==> src/rtl/switch_conditioner_if.sv <==
// Signal bundle between the raw DIP switch pins and the conditioned outputs
// consumed by the user logic.
interface switch_conditioner_if #(
    parameter int WIDTH = 6
);
    logic [WIDTH-1:0] sw_in;
    logic [WIDTH-1:0] sw_level;
    logic [WIDTH-1:0] sw_rise;
    logic [WIDTH-1:0] sw_fall;
    logic [WIDTH-1:0] sw_toggle;
    logic             any_event;

    modport master (
        output sw_in,
        input  sw_level,
        input  sw_rise,
        input  sw_fall,
        input  sw_toggle,
        input  any_event
    );

    modport slave (
        input  sw_in,
        output sw_level,
        output sw_rise,
        output sw_fall,
        output sw_toggle,
        output any_event
    );
endinterface

==> src/rtl/switch_conditioner.sv <==
// Synchronizes, debounces and edge-detects asynchronous switch bits; produces
// clean levels, one-cycle rise/fall pulses and per-bit toggle latches.
module switch_conditioner #(
    parameter int WIDTH           = 6,
    parameter int DEBOUNCE_CYCLES = 4,
    parameter int CNT_W           = 3
) (
    input  logic                 clk,
    input  logic                 reset,
    switch_conditioner_if.slave  bus
);
    localparam logic [CNT_W-1:0] CNT_LAST = CNT_W'(DEBOUNCE_CYCLES - 1);

    logic [WIDTH-1:0]            s1_r;
    logic [WIDTH-1:0]            s2_r;
    logic [WIDTH-1:0][CNT_W-1:0] cnt_r;
    logic [WIDTH-1:0]            level_r;
    logic [WIDTH-1:0]            rise_r;
    logic [WIDTH-1:0]            fall_r;
    logic [WIDTH-1:0]            toggle_r;
    logic                        any_event_r;

    logic [WIDTH-1:0][CNT_W-1:0] cnt_s;
    logic [WIDTH-1:0]            level_s;
    logic [WIDTH-1:0]            rise_s;
    logic [WIDTH-1:0]            fall_s;
    logic [WIDTH-1:0]            toggle_s;

    // Per-bit debounce decision: counts consecutive mismatches between the
    // synchronized input and the accepted level, accepting on the last one.
    always_comb begin
        cnt_s    = cnt_r;
        level_s  = level_r;
        rise_s   = '0;
        fall_s   = '0;
        toggle_s = toggle_r;
        for (int i = 0; i < WIDTH; i++) begin
            if (s2_r[i] == level_r[i]) begin
                cnt_s[i] = '0;
            end else if (cnt_r[i] == CNT_LAST) begin
                cnt_s[i]    = '0;
                level_s[i]  = s2_r[i];
                rise_s[i]   = s2_r[i];
                fall_s[i]   = ~s2_r[i];
                toggle_s[i] = toggle_r[i] ^ s2_r[i];
            end else begin
                cnt_s[i] = cnt_r[i] + CNT_W'(1);
            end
        end
    end

    // Synchronizer, debounce state and registered outputs.
    always_ff @(posedge clk or posedge reset) begin
        if (reset) begin
            s1_r        <= '0;
            s2_r        <= '0;
            cnt_r       <= '0;
            level_r     <= '0;
            rise_r      <= '0;
            fall_r      <= '0;
            toggle_r    <= '0;
            any_event_r <= 1'b0;
        end else begin
            s1_r        <= bus.sw_in;
            s2_r        <= s1_r;
            cnt_r       <= cnt_s;
            level_r     <= level_s;
            rise_r      <= rise_s;
            fall_r      <= fall_s;
            toggle_r    <= toggle_s;
            // Registered alongside the pulses so it tracks them exactly.
            any_event_r <= |(rise_s | fall_s);
        end
    end

    assign bus.sw_level  = level_r;
    assign bus.sw_rise   = rise_r;
    assign bus.sw_fall   = fall_r;
    assign bus.sw_toggle = toggle_r;
    assign bus.any_event = any_event_r;
endmodule

==> src/flat_wrapper.sv <==
// flat-port wrapper written by rule: the top's interface ports become plain ports
module switch_conditioner_flat 
#(
    parameter int WIDTH           = 6,
    parameter int DEBOUNCE_CYCLES = 4,
    parameter int CNT_W           = 3
)
  (clk, reset, bus_sw_in, bus_sw_level, bus_sw_rise, bus_sw_fall, bus_sw_toggle, bus_any_event);
  switch_conditioner_if #(.WIDTH(WIDTH)) bus_i ();
  input  logic clk;
  input  logic reset;
  input wire logic [$bits(bus_i.sw_in)-1:0] bus_sw_in;
  output wire logic [$bits(bus_i.sw_level)-1:0] bus_sw_level;
  output wire logic [$bits(bus_i.sw_rise)-1:0] bus_sw_rise;
  output wire logic [$bits(bus_i.sw_fall)-1:0] bus_sw_fall;
  output wire logic [$bits(bus_i.sw_toggle)-1:0] bus_sw_toggle;
  output wire logic [$bits(bus_i.any_event)-1:0] bus_any_event;
  assign bus_i.sw_in = bus_sw_in;
  assign bus_sw_level = bus_i.sw_level;
  assign bus_sw_rise = bus_i.sw_rise;
  assign bus_sw_fall = bus_i.sw_fall;
  assign bus_sw_toggle = bus_i.sw_toggle;
  assign bus_any_event = bus_i.any_event;
  switch_conditioner #(.WIDTH(WIDTH), .DEBOUNCE_CYCLES(DEBOUNCE_CYCLES), .CNT_W(CNT_W)) u_core (.clk(clk), .reset(reset), .bus(bus_i));
endmodule
==> config.mk <==
export PLATFORM = sky130hd
export DESIGN_NAME = switch_conditioner_flat
export DESIGN_NICKNAME = d
export VERILOG_FILES = /design/src/rtl/switch_conditioner_if.sv /design/src/rtl/switch_conditioner.sv /design/src/flat_wrapper.sv
export SDC_FILE = /design/constraint.sdc
export NUM_CORES = 1
export LEC_CHECK = 0
export CORE_MARGIN = 2
export CORE_UTILIZATION = 55
export DETAILED_ROUTE_END_ITERATION = 16
export PLACE_DENSITY_LB_ADDON = 0.05
export RECOVER_POWER = 50
export SLEW_MARGIN = 20
export SYNTH_ARGS = -nofsm -noshare
export SYNTH_HDL_FRONTEND = slang
export SYNTH_SLANG_ARGS = --single-unit
export TNS_END_PERCENT = 1
==> constraint.sdc <==
create_clock -name clk -period 2.4 [get_ports clk]
set_input_delay 0.24 -clock clk [delete_from_list [all_inputs] [get_ports clk]]
set_output_delay 0.24 -clock clk [all_outputs]
set_load 0.03 [all_outputs]
Word level (Yosys, flattened, before mapping)

Cells that the tools add are included.

Register bits after elaboration: 55
Bits of input ports: 8
Output and inout bits: 25
Word-level logic and storage cells: 103

$add $sub $neg: 6
Equal/unequal tests: 12
Muxes and demuxes: 36
Bitwise operators: 19
Reduce and logical (&&, ||, !) cells: 7

Operator list:

| kind                | count |
|---|---|
| $mux 3              | 12 |
| $mux 1              | 24 |
| $add 3x1->3 const B | 6 |
| $eq 3x2->1 const B  | 6 |
| $not 1->1           | 12 |
| $reduce_and 2->1    | 6 |
| $eq 1x1->1          | 6 |
| $or 6x6->6          | 1 |
| $reduce_or 6->1     | 1 |
| $xor 1x1->1         | 6 |

Longest topological paths before layout

Gate-level depths: netlist (run 1).

Depth after elaboration: 5
Mapped depth: 4
Gate-level depth less buffers: 4

Worst setup path after synthesis (run 1)

No wires, ideal clock.

Path type: reg-to-reg
From: register u_core.cnt_r[3] (netlist bit)
To: register u_core.any_event_r (netlist: u_core.bus.any_event)
Setup time: 0.142 ns
Data arrival time: 1.147 ns
Path slack: 1.111 ns
Cell stages (with the launch flop): 5
Buffers on the path: 0
Period minus slack after synthesis: 1.289 ns
Path through: dfrtp_1 > ha_1 > and4bb_4 > nor4_2 > o2111ai_1

Cells in the longest elaborated chain, start to end: 5
Elaborated cells on any way between the ends: 7

RTL lines:

| item                   | RTL line                 | text |
|---|---|---|
| start, declared        | switch_conditioner.sv:16 | `logic [WIDTH-1:0][CNT_W-1:0] cnt_r;` |
| start signal, assigned | switch_conditioner.sv:66 | `cnt_r <= cnt_s;` |
| $eq 3x2->1             | switch_conditioner.sv:40 | `end else if (cnt_r[i] == CNT_LAST) begin` |
| $mux 1                 | switch_conditioner.sv:40 |  |
| $mux 1                 | switch_conditioner.sv:38 | `if (s2_r[i] == level_r[i]) begin` |
| net u_core.rise_s[1]   | switch_conditioner.sv:25 | `logic [WIDTH-1:0] rise_s;` |
| $or 6x6->6             | switch_conditioner.sv:72 | `any_event_r <= \|(rise_s \| fall_s);` |
| $reduce_or 6->1        | switch_conditioner.sv:72 |  |
| end signal, assigned   | switch_conditioner.sv:72 |  |
| end, declared          | switch_conditioner.sv:21 | `logic any_event_r;` |

The timed path passes the listed nets, and every way through them passes these cells.
A chain may end at the register's enable or synchronous reset.

Worst setup path in the final report (run 1)

From: register u_core.level_r[2] (netlist: u_core.bus.sw_level[2])
To: output bus_sw_level[2]

RTL lines:

| item                   | RTL line                 | text |
|---|---|---|
| start, declared        | switch_conditioner.sv:17 | `logic [WIDTH-1:0] level_r;` |
| start signal, assigned | switch_conditioner.sv:67 | `level_r <= level_s;` |
| end, declared          | flat_wrapper.sv:13       | `output wire logic [$bits(bus_i.sw_level)-1:0] bus_sw_level;` |

No word-level cell between the ends.

==> reports/metrics.yaml, run 1 <==
cts_buffers: 5
p_per_area_nw_per_um2: 1060
ctsHoldBuffers: 0
postCtsSetupRepairBufs: 0
timing.final.crit_share: 0.732
cp_num_buf_inv: 1
power.switching_uw: 899
worstSetupEndpointType: "primary output"
cp.arrival_ns: 1.52
tritoncts: "done"
setup_viol: 0
crit_required_ns: 2.16
ys_warn_count: 0
htree_levels: 2
path_clk_slew_ns: 0.14
drv_cap: 0
netlist_instances: 126
die_h_um: 64.3
fin_tns_setup_ns: 0
status: "complete, no violations"
wl_per_cell_um: 13.2
grt_pass1_vias: 1135
post_cts_resized: 0
async_flop_share: 1.00
ff2ff_path_depth: 4
worst_slack_ns: 0.642
p_int_mw: 1.68
grt_max_degree: 26
p_clk_frac: 0.142
yosysTopAreaCell: "dfrtp_1"
min_path_type: "reg2reg"
cp.depth: 1
synth_nets: 140
root_buffer: "clkbuf_4"
drt_wl_total_um: 2820
initial_utilization: 0.586
synth_top_area_frac: 0.688
synth.most_common_cell: "dfrtp_1"
layout-drive-gt1-share: 0.149
port-buffer-count: 32
vias: 1056
reg2reg_to: "u_core.bus.any_event$_DFF_PP0_"
ir_drop_mv: 0.598
final_nets: 181
fp.coreArea_um2: 3420
grt_setup_unrepaired: "false"
drt_iter0_drc: 57
synth_edf_count: 0
synth_area_um2: 2000
gr-total-overflow: 0
start_kind: "flip-flop"
seq_power_share: 0.500
fin_util: 0.714
ys_ff_latch: 55
synth_ff_type: "dfrtp_1"
power_frac_comb: 0.358
grt_pass1_wl_um: 5150
syn_area_per_cell_um2: 15.9
antennaDiodeCount: 0
drtPass1Iterations: 4
synth.area.top_cells: "dfrtp_1 (69%), xor2_1 (3.9%), ha_1 (3.8%), mux2_2 (3.4%), nor3b_1 (3.0%)"
static-leakage-power_nw: 1.13
hpwl_um: 2040
startpoint: "u_core.bus.sw_level[2]$_DFFE_PP0P_"
min_from: "u_core.s1_r[5]$_DFF_PP0_"
relSlewSlack: 0.429
critPathMaxStageDelay_ns: 0.70
post-place-ws_ns: 1.00
post-route-drc-count: 0
tightest_slew_ns: 0.855
reg2reg_from: "u_core.cnt_r[3]$_DFF_PP0_"
via_per_inst: 4.93
fin_area_um2: 2440
yosys-top-cells-count: "dfrtp_1 (55), xor2_1 (9), nor3b_1 (8)"
placed_cell_area_um2: 2390
crit_family: "buffers and inverters"
synth-seq-area-share: 0.687
fin_worst_skew_ns: 0.0129
cts_sinks: 55
rows: 21
finalHoldViolCount: 0
ys_types: 23
critical_path_class: "reg2out"
clk-insertion-delay-late_ns: 0.36
drv_slew: 0
place.gp.congestion: 0.685
critPathCapture: "bus_sw_level[2]"
power_mw: 2.58
grt.total_usage: 0.166
antenna_left: 0
crit_chain: "clkdlybuf4s50_1"
dieArea_um2: 4140
pin_count: 33
crit_fanout: 5
clock_path_buffers: 2
fin_crit_ns: 1.76
reg2reg_slack_ns: 0.99
fmax_ghz: 0.569
areaGrowthSynthToFinish_pct: 21.8
slowest_stage: "clkdlybuf4s50_1"
die_w_um: 64.3
netSwitchingFraction: 0.349
antenna_found_initial: 0
[logic make-up (layout without fill, tap and decap cells)]
kind of cell / count (synthesis) / count (layout) / synth area share
AOI/OAI and AO/OA: 2 / 2 / 0.00875
xor gates and xnor gates: 12 / 12 / 0.0525
adders and majority gates: 6 / 6 / 0.0375
buffers and inverters: 3 / 45 / 0.00562
DFF: 55 / 55 / 0.687
muxes: 6 / 6 / 0.0337
and+or+nand+nor: 42 / 42 / 0.174
[stage by stage]
| step | hold WS, ns | instances |
|---|---|---|
| global route | 0.383 | 214 |
| CTS | 0.203 | 214 |
| global placement | 0.332 | 206 |
| floorplan | 0.271 | 126 |
| finish | 0.367 | 214 |
| detailed placement | 0.336 | 206 |
[how the worst min path moves through the flow]
stage | endpoint | slack, ns | cells past startpoint
after detailed placement | u_core.s2_r[4]$_DFF_PP0_ | 0.34 | 0
after floorplan | u_core.s1_r[0]$_DFF_PP0_ | 0.27 | 0
after global placement | u_core.s2_r[1]$_DFF_PP0_ | 0.33 | 0
after global routing | u_core.s2_r[1]$_DFF_PP0_ | 0.38 | 0
final | u_core.s2_r[5]$_DFF_PP0_ | 0.37 | 0
after CTS | u_core.s2_r[5]$_DFF_PP0_ | 0.20 | 2
[area by class of cell]
class | count | area, um^2
well taps | 46 | 57.6
multi-input cells | 68 | 614
fillers | 253 | 978
inverters | 3 | 11.3
clock inverters | 1 | 5.00
repair buffers | 34 | 328
flip-flops and latches | 55 | 1380
clock buffers | 7 | 45.0
[power by group through the flow]
stage	clock network, mW	registers [mW]	logic, mW
final	0.367	1.29	0.923
after global routing	0.431	1.33	1.00
after CTS	0.382	1.30	0.941
after detailed placement	0	1.31	0.933
after global placement	0	1.29	0.909
after floorplan	0	1.52	0.364
[state kept, by name (all words and copies together), names as in the netlist]
signal	count
u_core.bus.any_event	1
u_core.bus.sw_fall	6
u_core.bus.sw_level	6
u_core.bus.sw_rise	6
u_core.bus.sw_toggle	6
u_core.cnt_r	18
u_core.s1_r	6
u_core.s2_r	6
[cells in the final DEF, fill, tap and decap left out, types with 5 or more instances in the layout]
cell / Yosys / routed
dfrtp_1: 55 / 55
clkbuf_4: 0 / 5
mux2_2: 6 / 6
dlygate4sd3_1: 0 / 7
xor2_1: 9 / 9
nor3b_1: 8 / 8
nor2b_1: 5 / 5
ha_1: 6 / 6
clkdlybuf4s50_1: 0 / 25
[per-layer routing]
| layer | vias to the layer above | part of all wire | global-route usage |
|---|---|---|---|
| met3 | 6 | 0.059 | 0.0651 |
| met1 | 517 | 0.46 | 0.213 |
| met2 | 24 | 0.47 | 0.259 |
| li1 | 509 | - | - |
| met5 | - | 0 | 0 |
| met4 | 0 | 0.015 | 0.0559 |
(Power assumes the default switching activity.)
==> run 2: changes to the inputs <==
--- a/config.mk
+++ b/config.mk
@@ -6,7 +6,7 @@
 export NUM_CORES = 1
 export LEC_CHECK = 0
 export CORE_MARGIN = 2
-export CORE_UTILIZATION = 55
+export CORE_UTILIZATION = 47
 export DETAILED_ROUTE_END_ITERATION = 16
 export PLACE_DENSITY_LB_ADDON = 0.05
 export RECOVER_POWER = 50
==> constraint.sdc (replaced) <==
create_clock -name clk -period 1.6 [get_ports clk]
set_input_delay 0.16 -clock clk [delete_from_list [all_inputs] [get_ports clk]]
set_output_delay 0.16 -clock clk [all_outputs]
set_load 0.03 [all_outputs]
==> run 2 against run 1 <==
Effect of this change: cell area increased by 1.4%; power increased by 54%; critical endpoint is now bus_sw_toggle[0]; clock skew decreased by 0.0045 ns; critical path depth unchanged; routed wire length increased by 7.7%.
==> reports/metrics.yaml, run 2 (synthesized netlist as in run 1, its figures left out) <==
status: "complete, no violations"
finalHoldViolCount: 0  # unchanged
worstSetupEndpointType: "primary output"
seqCellArea_um2: 1380  # unchanged
setup_viol: 0  # unchanged
grt_max_degree: 21  # -19%
antennaDiodeCount: 0  # unchanged
clk-insertion-delay-late_ns: 0.30  # -0.06 ns
p_int_mw: 2.61  # +55%
clock_path_buffers: 2  # unchanged
dieArea_um2: 4800  # +16%
hold-path-cell-count: 0  # unchanged
grt_setup_unrepaired: "false"
fin_crit_ns: 1.52
antenna_left: 0  # unchanged
path_clk_slew_ns: 0.09  # -0.05 ns
layout_common_cells: "dfrtp_1 (55), clkdlybuf4s50_1 (19), xor2_1 (9)"
static-leakage-power_nw: 1.17  # +3.4%
fin_worst_skew_ns: 0.00843  # -0.00450 ns
multi_input_comb_area_um2: 614  # unchanged
place.gp.congestion: 0.693  # +1.1%
timing.final.crit_share: 0.948
crit_required_ns: 1.44  # -0.72 ns
fin_tns_setup_ns: 0  # unchanged
tritoncts: "done"
wl_per_cell_um: 13.9  # +5.8%
drv_cap: 0  # unchanged
drt_iter0_drc: 63  # +11%
fill_cells: 321  # +27%
hpwl_um: 2200  # +7.5%
fmax_ghz: 0.659
postCtsSetupRepairBufs: 0  # unchanged
critical_path_class: "reg2out"
ff2ff_path_depth: 4  # unchanged
layout-drive-gt1-share: 0.161  # +0.0119
fin_area_um2: 2470  # +1.4%
vias: 1102  # +4.4%
pin_count: 33  # unchanged
antenna_found_initial: 0  # unchanged
seq_power_share: 0.487  # -0.013
root_buffer: "clkbuf_8"
crit_fanout: 2  # -3
htree_levels: 2  # unchanged
cts_buffers: 5  # unchanged
reg2reg_from: "u_core.cnt_r[3]$_DFF_PP0_"
power.switching_mw: 1.38  # +53%
start_kind: "flip-flop"
min_path_type: "reg2reg"
post-route-drc-count: 0  # unchanged
rows: 23  # +9.5%
gr-total-overflow: 0  # unchanged
drv_slew: 0  # unchanged
via_per_inst: 5.06  # +2.4%
die_h_um: 69.3  # +7.7%
crit_family: "buffers and inverters"
ir_drop_mv: 0.885  # +48%
p_per_area_nw_per_um2: 1610  # +52%
stdcell_count: 218  # +1.9%
netSwitchingFraction: 0.345  # -0.00330
drt_wl_total_um: 3030  # +7.7%
placed_cell_area_um2: 2420  # +1.3%
grt.total_usage: 0.148  # -0.0180
die_w_um: 69.3  # +7.7%
crit_chain: "clkdlybuf4s50_1"
grt_pass1_vias: 1173  # +3.3%
fp.coreArea_um2: 4060  # +19%
drtPass1Iterations: 2  # -2
post_cts_resized: 5  # +5
cts_sinks: 55  # unchanged
critPathMaxStageDelay_ns: 0.68  # -0.02 ns
min_from: "u_core.s1_r[1]$_DFF_PP0_"
wl_met1_um: 1370  # +6.0%
slowest_stage: "clkdlybuf4s50_1"
min_to: "u_core.s2_r[1]$_DFF_PP0_"
met2RoutedLength_um: 1450  # +10%
areaGrowthSynthToFinish_pct: 23.5
mostFrequentLayoutCell: "dfrtp_1"
dp_cells: 210  # +1.9%
worst_slack_ns: 0.0834  # -0.559 ns
final_nets: 181  # unchanged
reg2reg_slack_ns: 0.16  # -0.83 ns
largest_reg_flops: 18  # unchanged
initial_utilization: 0.493  # -0.0927
ctsHoldBuffers: 0  # unchanged
power_mw: 3.98  # +54%
power_frac_comb: 0.335  # -0.023
highest_layer: "met4"
wl_met3_um: 140  # -16%
tightest_slew_ns: 0.691  # -0.164 ns
grt_pass1_wl_um: 5470  # +6.2%
cp.arrival_ns: 1.36  # -0.16 ns
cp_num_buf_inv: 1  # unchanged
port-buffer-count: 32  # unchanged
regMostFlops: "u_core.cnt_r"
reg2reg_to: "u_core.bus.any_event$_DFF_PP0_"
relSlewSlack: 0.539  # +0.110
post-place-ws_ns: 0.148  # -0.853 ns
p_clk_frac: 0.178  # +0.036
run 2: changes by cell type in the layout (fill, tap and decap cells not counted), sizes merged:
cell           delta
dlymetal6s2s      +1
dlygate4sd2       +5
clkdlybuf4s50     -6
run 2: final cells by class:
class                   instances  area share
flip-flops and latches         55       0.557
multi-input cells              68       0.248
repair buffers                 34       0.132
clock buffers                   7      0.0309
well taps                      50      0.0253
inverters                       3     0.00455
clock inverters                 1     0.00202
run 2: metrics by stage:
stage / hold slack [ns] / util
finish: 0.353 / 0.609
global route: 0.366 / 0.609
detailed placement: 0.336 / 0.598
floorplan: 0.191 / -
global placement: 0.334 / 0.598
CTS: 0.177 / 0.616
run 2: power by group through the flow:
| stage | Clock (mW) | Combinational, mW | Sequential [mW] |
|---|---|---|---|
| 4_1_cts | 0.753 | 1.38 | 1.94 |
| 6_report | 0.709 | 1.34 | 1.94 |
| 3_5_place_dp | 0 | 1.41 | 1.97 |
| 2_1_floorplan | 0 | 0.546 | 2.29 |
| 5_1_grt | 0.819 | 1.46 | 1.99 |
| 3_3_place_gp | 0 | 1.37 | 1.95 |
run 2: layer usage:
metal | GRT usage | vias to the layer above
li1 | - | 512
met1 | 0.185 | 558
met2 | 0.226 | 25
met3 | 0.0523 | 7
met4 | 0.0784 | 0
met5 | 0 | -
run 2: worst max-delay path by stage:
stage                                              startpoint                        endpoint  depth (start not counted)
after floorplan                                         reset  u_core.bus.any_event$_DFF_PP0_                          1
after global placement              u_core.cnt_r[3]$_DFF_PP0_  u_core.bus.any_event$_DFF_PP0_                          4
after detailed placement            u_core.cnt_r[3]$_DFF_PP0_  u_core.bus.any_event$_DFF_PP0_                          4
after CTS                  u_core.bus.sw_level[1]$_DFFE_PP0P_                 bus_sw_level[1]                          1
after global routing      u_core.bus.sw_toggle[5]$_DFFE_PP0P_                bus_sw_toggle[5]                          1
final                     u_core.bus.sw_toggle[0]$_DFFE_PP0P_                bus_sw_toggle[0]                          1
==> run 3: changes to the inputs <==
--- a/config.mk
+++ b/config.mk
@@ -8,6 +8,7 @@
 export CORE_MARGIN = 2
 export CORE_UTILIZATION = 47
 export DETAILED_ROUTE_END_ITERATION = 16
+export GPL_TIMING_DRIVEN = 0
 export PLACE_DENSITY_LB_ADDON = 0.05
 export RECOVER_POWER = 50
 export SLEW_MARGIN = 20
==> run 3 against run 2 <==
Effect of this change: clock skew increased by 0.0093 ns; setup slack got worse by 0.014 ns; core utilization increased by 0.43 points; routed wire length decreased by 7.5%.
==> reports/metrics.yaml, run 3 (synthesized netlist as in run 1, its figures left out) <==
startpoint: "u_core.bus.sw_toggle[1]$_DFFE_PP0P_"
power.switching_mw: 1.40  # +1.4%
drt_iter0_drc: 51  # -19%
die_h_um: 69.3  # unchanged
wl_per_cell_um: 13.0  # -6.6%
p_int_mw: 2.62  # +0.30%
drtPass1Iterations: 3  # +1
start_kind: "flip-flop"
areaGrowthSynthToFinish_pct: 24.4
critPathMaxStageDelay_ns: 0.68  # about the same
ff2ff_path_depth: 4  # unchanged
antenna_left: 0  # unchanged
cts_sinks: 55  # unchanged
gr-total-overflow: 0  # unchanged
crit_chain: "clkdlybuf4s50_1"
power_frac_comb: 0.335  # about the same
grt_pass1_wl_um: 5000  # -8.6%
mostFrequentLayoutCell: "dfrtp_1"
grt_pass1_vias: 1093  # -6.8%
fin_tns_setup_ns: 0  # unchanged
grt_max_degree: 34  # +62%
relSlewSlack: 0.421  # -0.118
reg2reg_to: "u_core.bus.any_event$_DFF_PP0_"
min_path_type: "reg2reg"
tritoncts: "done"
hpwl_um: 1960  # -11%
rows: 23  # unchanged
power_mw: 4.01  # +0.69%
static-leakage-power_nw: 1.18  # +0.70%
critical_path_class: "reg2out"
fin_worst_skew_ns: 0.0178  # +0.00932 ns
slowest_stage: "clkdlybuf4s50_1"
tightest_slew_ns: 0.868  # +0.177 ns
via_per_inst: 4.85  # -4.0%
min_from: "u_core.s1_r[3]$_DFF_PP0_"
antenna_found_initial: 0  # unchanged
largest_reg_flops: 18  # unchanged
fp.coreArea_um2: 4060  # unchanged
cp.depth: 1  # unchanged
antennaDiodeCount: 0  # unchanged
clock_path_buffers: 2  # unchanged
crit_required_ns: 1.44  # about the same
die_w_um: 69.3  # unchanged
reg2reg_from: "u_core.cnt_r[3]$_DFF_PP0_"
netSwitchingFraction: 0.348  # +0.00253
vias: 1048  # -4.9%
finalHoldViolCount: 0  # unchanged
final_nets: 180  # -0.55%
path_clk_slew_ns: 0.10  # about the same
dieArea_um2: 4800  # unchanged
pin_count: 33  # unchanged
htree_levels: 2  # unchanged
ir_drop_mv: 0.834  # -5.8%
p_clk_frac: 0.183  # +0.005
clk-insertion-delay-late_ns: 0.31  # about the same
p_per_area_nw_per_um2: 1610  # about the same
layout_common_cells: "dfrtp_1 (55), clkdlybuf4s50_1 (19), xor2_1 (9)"
worstSetupEndpointType: "primary output"
holdWs_ns: 0.359  # +0.00584 ns
seq_power_share: 0.482  # -0.005
drt_wl_total_um: 2810  # -7.5%
drv_cap: 0  # unchanged
cp_num_buf_inv: 1  # unchanged
critPathCapture: "bus_sw_toggle[1]"
status: "complete, no violations"
timing.final.crit_share: 0.956  # +0.00845
place.gp.congestion: 0.656  # -5.4%
reg2reg_slack_ns: 0.14  # -0.02 ns
cts_buffers: 5  # unchanged
worst_slack_ns: 0.0699  # -0.0135 ns
port-buffer-count: 32  # unchanged
layout-drive-gt1-share: 0.163  # +0.00194
ctsHoldBuffers: 0  # unchanged
fmax_ghz: 0.654  # -0.88%
drv_slew: 0  # unchanged
crit_family: "buffers and inverters"
post-place-ws_ns: 0.167  # +0.0193 ns
setup_viol: 0  # unchanged
grt.total_usage: 0.133  # -0.0150
fin_crit_ns: 1.53  # +0.0135 ns
root_buffer: "clkbuf_8"
post-route-drc-count: 0  # unchanged
grt_setup_unrepaired: "false"
postCtsSetupRepairBufs: 0  # unchanged
initial_utilization: 0.493  # unchanged
cp.arrival_ns: 1.37  # about the same
regMostFlops: "u_core.cnt_r"
crit_fanout: 2  # unchanged
run 3: worst min-delay path by stage:
| stage | to | cells after the start | slack [ns] |
|---|---|---|---|
| detailed placement | u_core.s2_r[1]$_DFF_PP0_ | 0 | 0.33 |
| global route | u_core.s2_r[0]$_DFF_PP0_ | 0 | 0.37 |
| finish | u_core.s2_r[3]$_DFF_PP0_ | 0 | 0.36 |
| floorplan | u_core.s1_r[0]$_DFF_PP0_ | 0 | 0.19 |
| CTS | u_core.s1_r[1]$_DFF_PP0_ | 2 | 0.21 |
| global placement | u_core.s2_r[3]$_DFF_PP0_ | 0 | 0.33 |
run 3: timing repair:
item	CTS	global route
endpoints found under the setup margin	4	2
resized for setup	4	2
cloned	0	0
run 3: area by class of cell:
type	instances	area, um^2
Timing Repair Buffer	33	340
Fill cell	304	1570
Clock buffer	5	68.8
Tap cell	50	62.6
Clock inverter	2	16.3
Inverter	3	11.3
Multi-Input combinational cell	68	614
Sequential cell	55	1380
run 3: metrics by stage:
step	util	cells	area, um^2
after floorplan	-	126	2000
after global placement	0.588	208	2380
after detailed placement	0.593	209	2400
after CTS	0.612	216	2480
after global routing	0.614	216	2490
final	0.614	216	2490
run 3: routing by layer:
| layer | global-route usage | vias to the layer above | share of wire |
|---|---|---|---|
| met4 | 0.0654 | 0 | 0.019 |
| met2 | 0.204 | 25 | 0.46 |
| li1 | - | 506 | - |
| met1 | 0.167 | 512 | 0.47 |
| met5 | 0 | - | 0 |
| met3 | 0.0480 | 5 | 0.054 |
run 3: worst reg2reg max path: cells and delay by family (launching register included):
| family | cells | cell delay (ns) |
|---|---|---|
| flops | 1 | 0.39 |
| simple gates | 2 | 0.52 |
| compound gates | 1 | 0.16 |
| fa+ha+maj | 1 | 0.24 |
run 3: power groups by stage:
| stage | Combinational (mW) | Clock, mW | Sequential, mW |
|---|---|---|---|
| floorplan | 0.546 | 0 | 2.29 |
| global placement | 1.36 | 0 | 1.95 |
| detailed placement | 1.41 | 0 | 1.96 |
| CTS | 1.38 | 0.763 | 1.94 |
| global route | 1.47 | 0.829 | 1.98 |
| finish | 1.35 | 0.733 | 1.93 |
